**config.mk**
```make
export PLATFORM = sky130hd
export DESIGN_NAME = pll_reset_sequencer
export DESIGN_NICKNAME = d
export VERILOG_FILES = /design/src/rtl/pll_seq_pkg.sv /design/src/rtl/pll_lock_sync.sv /design/src/rtl/pll_reset_sequencer.sv
export SDC_FILE = /design/constraint.sdc
export NUM_CORES = 1
export LEC_CHECK = 0
export CORE_UTILIZATION = 59
export CTS_CLUSTER_SIZE = 16
export DETAILED_ROUTE_END_ITERATION = 7
export DONT_BUFFER_PORTS = 1
export PLACE_DENSITY_LB_ADDON = 0.1
export SLEW_MARGIN = 20
export SYNTH_ARGS = -nofsm -noshare
export SYNTH_HDL_FRONTEND = slang
export SYNTH_SLANG_ARGS = --single-unit
```
**constraint.sdc**
```tcl
create_clock -name clkin_i -period 4 [get_ports clkin_i]
set_input_delay 0.4 -clock clkin_i [delete_from_list [all_inputs] [get_ports clkin_i]]
set_output_delay 0.4 -clock clkin_i [all_outputs]
set_load 0.1 [all_outputs]
```
**src/rtl/pll_seq_pkg.sv**
```systemverilog
// Shared types and helpers for the PLL reset sequencer: FSM state encoding,
// a constant max helper and a saturating increment for the debug counters.
package pll_seq_pkg;

  typedef enum logic [1:0] {
    PLL_RST   = 2'd0,
    WAIT_LOCK = 2'd1,
    STABLE    = 2'd2,
    RUN       = 2'd3
  } pll_seq_state_t;

  function automatic int max_int(input int a, input int b);
    return (a > b) ? a : b;
  endfunction

  // Increments v but sticks at 2^w-1 instead of wrapping.
  function automatic logic [31:0] sat_inc(input logic [31:0] v, input int unsigned w);
    logic [31:0] top;
    top = (w >= 32) ? 32'hFFFF_FFFF : ((32'd1 << w) - 32'd1);
    return (v >= top) ? v : v + 32'd1;
  endfunction

endpackage

```
**src/rtl/pll_lock_sync.sv**
```systemverilog
// Two-flop synchronizer that brings the asynchronous PLL lock flag into the
// reference-clock domain; both stages clear on synchronous reset.
module pll_lock_sync (
  input  logic clk_i,
  input  logic rst_i,
  input  logic async_i,
  output logic sync_o
);

  (* ASYNC_REG = "TRUE" *) logic meta_q;
  (* ASYNC_REG = "TRUE" *) logic sync_q;

  always_ff @(posedge clk_i) begin
    if (rst_i) begin
      meta_q <= 1'b0;
      sync_q <= 1'b0;
    end else begin
      meta_q <= async_i;
      sync_q <= meta_q;
    end
  end

  assign sync_o = sync_q;

endmodule

```
**src/rtl/pll_reset_sequencer.sv**
```systemverilog
// PLL bring-up sequencer: pulses the PLL reset, waits for a stable lock, then
// releases the core reset. Define PLL_SEQ_RETRY_EN to enable the lock timeout
// that re-pulses the PLL reset and counts retries.
module pll_reset_sequencer
  import pll_seq_pkg::*;
#(
  parameter int RST_CYCLES    = 16,
  parameter int LOCK_TIMEOUT  = 65536,
  parameter int STABLE_CYCLES = 1024,
  parameter int CNT_W         = 8
) (
  input  logic             clkin_i,
  input  logic             rst_i,
  input  logic             locked_i,
  output logic             pll_rst_o,
  output logic             sys_rst_o,
  output logic             ready_o,
  output logic [CNT_W-1:0] loss_cnt_o,
  output logic [CNT_W-1:0] retry_cnt_o,
  output pll_seq_state_t   state_o
);

`ifdef PLL_SEQ_RETRY_EN
  localparam bit RETRY_EN = 1'b1;
`else
  localparam bit RETRY_EN = 1'b0;
`endif

  // The timeout only widens the shared counter when the retry path exists.
  localparam int CNT_MAX = max_int(max_int(RST_CYCLES, STABLE_CYCLES),
                                   RETRY_EN ? LOCK_TIMEOUT : 1);
  localparam int CW      = $clog2(CNT_MAX + 1);

  localparam logic [CW-1:0] RST_LD = CW'(RST_CYCLES - 1);
  localparam logic [CW-1:0] STB_LD = CW'(STABLE_CYCLES - 1);
  localparam logic [CW-1:0] ONE    = CW'(1);
`ifdef PLL_SEQ_RETRY_EN
  localparam logic [CW-1:0] TO_LD  = CW'(LOCK_TIMEOUT - 1);
`else
  localparam logic [CW-1:0] TO_LD  = '0;
`endif

  logic           lk_s;
  pll_seq_state_t state_q, state_d;
  logic [CW-1:0]  cnt_q, cnt_d;
  logic [CNT_W-1:0] loss_q, loss_d;
`ifdef PLL_SEQ_RETRY_EN
  logic [CNT_W-1:0] retry_q, retry_d;
`endif

  pll_lock_sync u_lock_sync (
    .clk_i   (clkin_i),
    .rst_i   (rst_i),
    .async_i (locked_i),
    .sync_o  (lk_s)
  );

  always_ff @(posedge clkin_i) begin
    if (rst_i) begin
      state_q <= PLL_RST;
      cnt_q   <= RST_LD;
      loss_q  <= '0;
`ifdef PLL_SEQ_RETRY_EN
      retry_q <= '0;
`endif
    end else begin
      state_q <= state_d;
      cnt_q   <= cnt_d;
      loss_q  <= loss_d;
`ifdef PLL_SEQ_RETRY_EN
      retry_q <= retry_d;
`endif
    end
  end

  always_comb begin
    state_d = state_q;
    cnt_d   = cnt_q;
    loss_d  = loss_q;
`ifdef PLL_SEQ_RETRY_EN
    retry_d = retry_q;
`endif
    unique case (state_q)
      PLL_RST: begin
        if (cnt_q == '0) begin
          state_d = WAIT_LOCK;
          cnt_d   = TO_LD;
        end else begin
          cnt_d = cnt_q - ONE;
        end
      end
      WAIT_LOCK: begin
        // Lock detect is checked first so it wins over a coincident timeout.
        if (lk_s) begin
          state_d = STABLE;
          cnt_d   = STB_LD;
        end
`ifdef PLL_SEQ_RETRY_EN
        else if (cnt_q == '0) begin
          state_d = PLL_RST;
          cnt_d   = RST_LD;
          retry_d = CNT_W'(sat_inc(32'(retry_q), CNT_W));
        end else begin
          cnt_d = cnt_q - ONE;
        end
`endif
      end
      STABLE: begin
        if (!lk_s) begin
          state_d = WAIT_LOCK;
          cnt_d   = TO_LD;
        end else if (cnt_q == '0) begin
          state_d = RUN;
        end else begin
          cnt_d = cnt_q - ONE;
        end
      end
      RUN: begin
        if (!lk_s) begin
          state_d = PLL_RST;
          cnt_d   = RST_LD;
          loss_d  = CNT_W'(sat_inc(32'(loss_q), CNT_W));
        end
      end
      default: begin
        state_d = PLL_RST;
        cnt_d   = RST_LD;
      end
    endcase
  end

  // Outputs decode the state register only, so locked_i never reaches them combinationally.
  assign pll_rst_o  = (state_q == PLL_RST);
  assign sys_rst_o  = (state_q != RUN);
  assign ready_o    = (state_q == RUN);
  assign loss_cnt_o = loss_q;
  assign state_o    = state_q;
`ifdef PLL_SEQ_RETRY_EN
  assign retry_cnt_o = retry_q;
`else
  assign retry_cnt_o = '0;
`endif

endmodule

```
==> impl_summary.log <==
[metrics] global-route wire length before repair: 4.86 mm
[metrics] source-to-sink clock delay at the later pin of the worst-skew pair: 310 ps
[metrics] fill count: 186
[metrics] async set-or-reset flop fraction in the synthesized netlist: 0
[metrics] count of warnings emitted by yosys: 0
[metrics] final max-slew violation count: 0
[metrics] endpoint of the worst setup timing path: loss_cnt_o[4]$_SDFFE_PP0P_
[metrics] remaining routing DRC violations: 0
[metrics] boundary pin count: 24
[metrics] power per standard cell area: 279 nW/um^2
[metrics] leakage power: 0.557 nW
[metrics] clock root buffer master: sky130_fd_sc_hd__clkbuf_4
[metrics] area added between synthesis and finish: 5.48%
[metrics] number of buffers and inverters on the critical path: 0
[metrics] number of max-cap violations: 0
[metrics] number of instances resized during post-cts repair: 0
[metrics] r2r worst-path depth: 6
[metrics] ratio of routed vias to standard cells: 6.16
[metrics] total of buffers placed on input and output ports: 0
[metrics] VDD IR-drop max: 234 uV
[metrics] Post-DRT Antenna Nets: 0
[metrics] Final nets: 177
[metrics] average instance area after synthesis: 8.26 um^2
[metrics] arrival time reported for the critical path endpoint: 2680 ps
[metrics] Clock Pin Slew Worst Setup and Hold Paths: 130 ps
[metrics] number of failing setup endpoints in the final timing report: 0
[metrics] Post-Synthesis Cells: approximately 160
[metrics] detailed-route wire length: 2.80 mm
[metrics] CTS H-tree lvls: 1
[metrics] crit-path cells: ha_1 > and2_1 > a311oi_2 > nand4_1 > xor2_1 > nor2_1
[metrics] number of flops mapped to enable cells by yosys: 0
[metrics] GRT Residual Overflow: 0
[metrics] post-detailed-route wirelength per cell: 14.2 um
[metrics] Slowest Stage Delay on Critical Path: just under 700 ps
[metrics] Crit path max-delay family: flip-flops
[metrics] #FFs+latches synth: 23
[metrics] number of clock sinks: 23
[metrics] worst flop-to-flop path endpoint: loss_cnt_o[4]$_SDFFE_PP0P_
[metrics] placement row count: 16
[metrics] antenna violations before repair: 0
[metrics] iteration count of the initial detailed-routing pass: 4
[metrics] summed negative setup slack over all endpoints: 0 ps
[metrics] final count of hold timing violations: 0
[metrics] sequential cell area fraction in the yosys report: 0.342
[metrics] Final HPWL DP: 2.07 mm
[metrics] y dimension of the die: 49.8 um
[metrics] final worst path period share: 0.608
[metrics] Setup crit end kind: register
[metrics] Reg-to-Reg Start: loss_cnt_o[0]$_SDFFE_PP0P_
[metrics] global-route usage over all layers: 0.256
[metrics] width of the die: 49.8 um
[metrics] share of layout cells above drive strength 1: 0.106
[metrics] maximum frequency from static timing analysis: 0.411 GHz
[metrics] count of hold buffers inserted by post-cts repair: 0
[metrics] slack of the worst reg-to-reg path: 1570 ps
[metrics] Syn Std Cell Area: 1350 um^2
[metrics] crit path from: loss_cnt_o[0]$_SDFFE_PP0P_
[metrics] number of global-route vias before repair: 1064
[metrics] unrepaired setup endpoints after global routing: no
[metrics] drt initial violations: 30
[metrics] Final Skew: 8.91 ps
[metrics] worst setup timing slack at the placement stage: 1610 ps
[metrics] Critical Path RT: 4250 ps
[metrics] stages on the worst setup path: 6
[metrics] RD Place Congestion: around 0.83
[metrics] cell with the largest stage delay on the worst path: sky130_fd_sc_hd__dfxtp_1
[metrics] CTS tree: built
[metrics] type of element launching the critical path: register
[metrics] most used flip-flop cell after synthesis: sky130_fd_sc_hd__dfxtp_1
[metrics] Slew Limit Headroom: 0.294
[metrics] buffer levels on the longest clock path: 2
[metrics] Post-CTS Repair Setup Buffers: 0
[metrics] min Tclk post-route: about 2400 ps
[metrics] largest fanout on the critical path: 7
[metrics] TritonCTS Buffers: 3
[metrics] worst setup path class: register to register
[metrics] detailed-route via count: 1213
[metrics] largest net degree at the start of global routing: 26
[metrics] ant diodes: 0
[metrics] area enclosed by the die boundary: 2480 um^2
[metrics] Setup WS post-layout: roughly 1600 ps
[metrics] class of the worst hold path: input pin to register
[metrics] Core Box Area: between 2000 and 2500 um^2
[metrics] run status: finished clean
[metrics] measured slew at the worst slew-check pin: 1060 ps
[metrics] Netlist cell types: 47
[metrics] initial cell density of the core: 0.653
==> where the power goes <==
| group | leakage, nW | switching (mW) | total [mW] | internal, mW |
|---|---|---|---|---|
| registers | 0.186 | 0.00542 | 0.238 | 0.233 |
| clock network | 0.0150 | 0.0674 | 0.106 | 0.0389 |
| logic | 0.355 | 0.0427 | 0.0519 | 0.00919 |
==> flip-flops by register name (all words and copies together), names as in the netlist <==
name / count
cnt_q: 11
state_o: 2
u_lock_sync.sync_o: 1
u_lock_sync.meta_q: 1
loss_cnt_o: 8
==> through the flow <==
| stage | utilization | power (mW) | hold slack, ps | cell area, um^2 | std cells |
|---|---|---|---|---|---|
| after floorplan | - | 0.300 | 414 | 1370 | 170 |
| after global placement | 0.676 | 0.295 | 424 | 1390 | 193 |
| after detailed placement | 0.676 | 0.295 | 429 | 1390 | 193 |
| after CTS | 0.689 | 0.399 | 130 | 1420 | 197 |
| after global routing | 0.689 | 0.412 | 129 | 1420 | 197 |
| final | 0.689 | 0.397 | 141 | 1420 | 197 |
==> worst min path at each step <==
stage,slack (ps),cells after the start,to,start
after floorplan,410,1,u_lock_sync.sync_o$_SDFF_PP0_,u_lock_sync.meta_q$_SDFF_PP0_
after global placement,420,1,u_lock_sync.sync_o$_SDFF_PP0_,u_lock_sync.meta_q$_SDFF_PP0_
after detailed placement,430,1,u_lock_sync.sync_o$_SDFF_PP0_,u_lock_sync.meta_q$_SDFF_PP0_
after CTS,130,1,u_lock_sync.meta_q$_SDFF_PP0_,rst_i
after global routing,130,1,loss_cnt_o[4]$_SDFFE_PP0P_,rst_i
final,140,1,loss_cnt_o[1]$_SDFFE_PP0P_,rst_i
==> cells in the mapped netlist (2+ instances only) <==
cell type                  instances  area, um^2
sky130_fd_sc_hd__nand4b_1          2        17.5
sky130_fd_sc_hd__nand3_1          11        55.1
sky130_fd_sc_hd__nand2_1          13        48.8
sky130_fd_sc_hd__a31oi_1           2        12.5
sky130_fd_sc_hd__a21o_1            2        15.0
sky130_fd_sc_hd__o211ai_1          2        15.0
sky130_fd_sc_hd__and4_1            2        17.5
sky130_fd_sc_hd__dfxtp_1          23         460
sky130_fd_sc_hd__inv_1             6        22.5
sky130_fd_sc_hd__clkbuf_1          3        11.3
sky130_fd_sc_hd__xnor2_1           2        17.5
sky130_fd_sc_hd__nor3_1            5        25.0
sky130_fd_sc_hd__a32o_1            4        40.0
sky130_fd_sc_hd__ha_1              3        37.5
sky130_fd_sc_hd__nor2b_1           5        31.3
sky130_fd_sc_hd__nor2_1           19        71.3
sky130_fd_sc_hd__and3_1            2        12.5
sky130_fd_sc_hd__and2_1            2        12.5
sky130_fd_sc_hd__nand4_1           3        18.8
sky130_fd_sc_hd__nand2b_1          2        12.5
sky130_fd_sc_hd__xor2_1            5        43.8
sky130_fd_sc_hd__nand3b_1          2        15.0
sky130_fd_sc_hd__o21ai_1           2        10.0
sky130_fd_sc_hd__a21oi_1           8        40.0
sky130_fd_sc_hd__a31o_1            2        17.5
sky130_fd_sc_hd__a211oi_1          3        22.5
sky130_fd_sc_hd__buf_4             8        60.1
==> layout by cell type (no fill, tap or decap), types with 4 or more instances in the layout <==
cell type / n
sky130_fd_sc_hd__conb_1: 8
sky130_fd_sc_hd__a21oi_1: 8
sky130_fd_sc_hd__a32o_1: 4
sky130_fd_sc_hd__xor2_1: 5
sky130_fd_sc_hd__nor3_1: 5
sky130_fd_sc_hd__nand2_1: 13
sky130_fd_sc_hd__nor2_1: 18
sky130_fd_sc_hd__buf_4: 8
sky130_fd_sc_hd__dfxtp_1: 23
sky130_fd_sc_hd__nor2b_1: 5
sky130_fd_sc_hd__inv_1: 6
sky130_fd_sc_hd__nand3_1: 11
==> worst reg2reg max path, delay by kind of cell (launching register included) <==
family	cells	cell delay (ps)
compound gates	1	530
xor+xnor	1	180
fa+ha+maj	1	450
flops	1	690
simple gates	3	510
==> cell type report <==
cell class	count	area, um^2	area share
flip-flops and latches	23	460	0.324
repair buffers	8	60.1	0.0423
clock buffers	4	26.3	0.0185
inverters	6	22.5	0.0159
multi-input cells	129	817	0.575
well taps	27	33.8	0.0238
==> routing by layer <==
metal | part of all wire | track usage | vias up
met2 | 0.48 | 0.428 | 42
met1 | 0.44 | 0.321 | 568
met4 | 0.017 | 0.0857 | 0
li1 | - | - | 596
met3 | 0.061 | 0.0586 | 7
met5 | 0 | 0 | -
==> kinds of logic (layout without fill, tap and decap cells) <==
family,Yosys count,count (layout),share of synthesized area
multiplexers,1,1,0.00744
other,1,8,0.00279
XOR/XNOR,7,7,0.0455
AO/OA/AOI/OAI,33,33,0.180
flip-flops,23,23,0.342
adder cells (fa/ha/maj),3,3,0.0279
buffers and inverters,18,18,0.0725
AND/OR/NAND/NOR,77,77,0.322
Power figures use the tool's default switching activity.
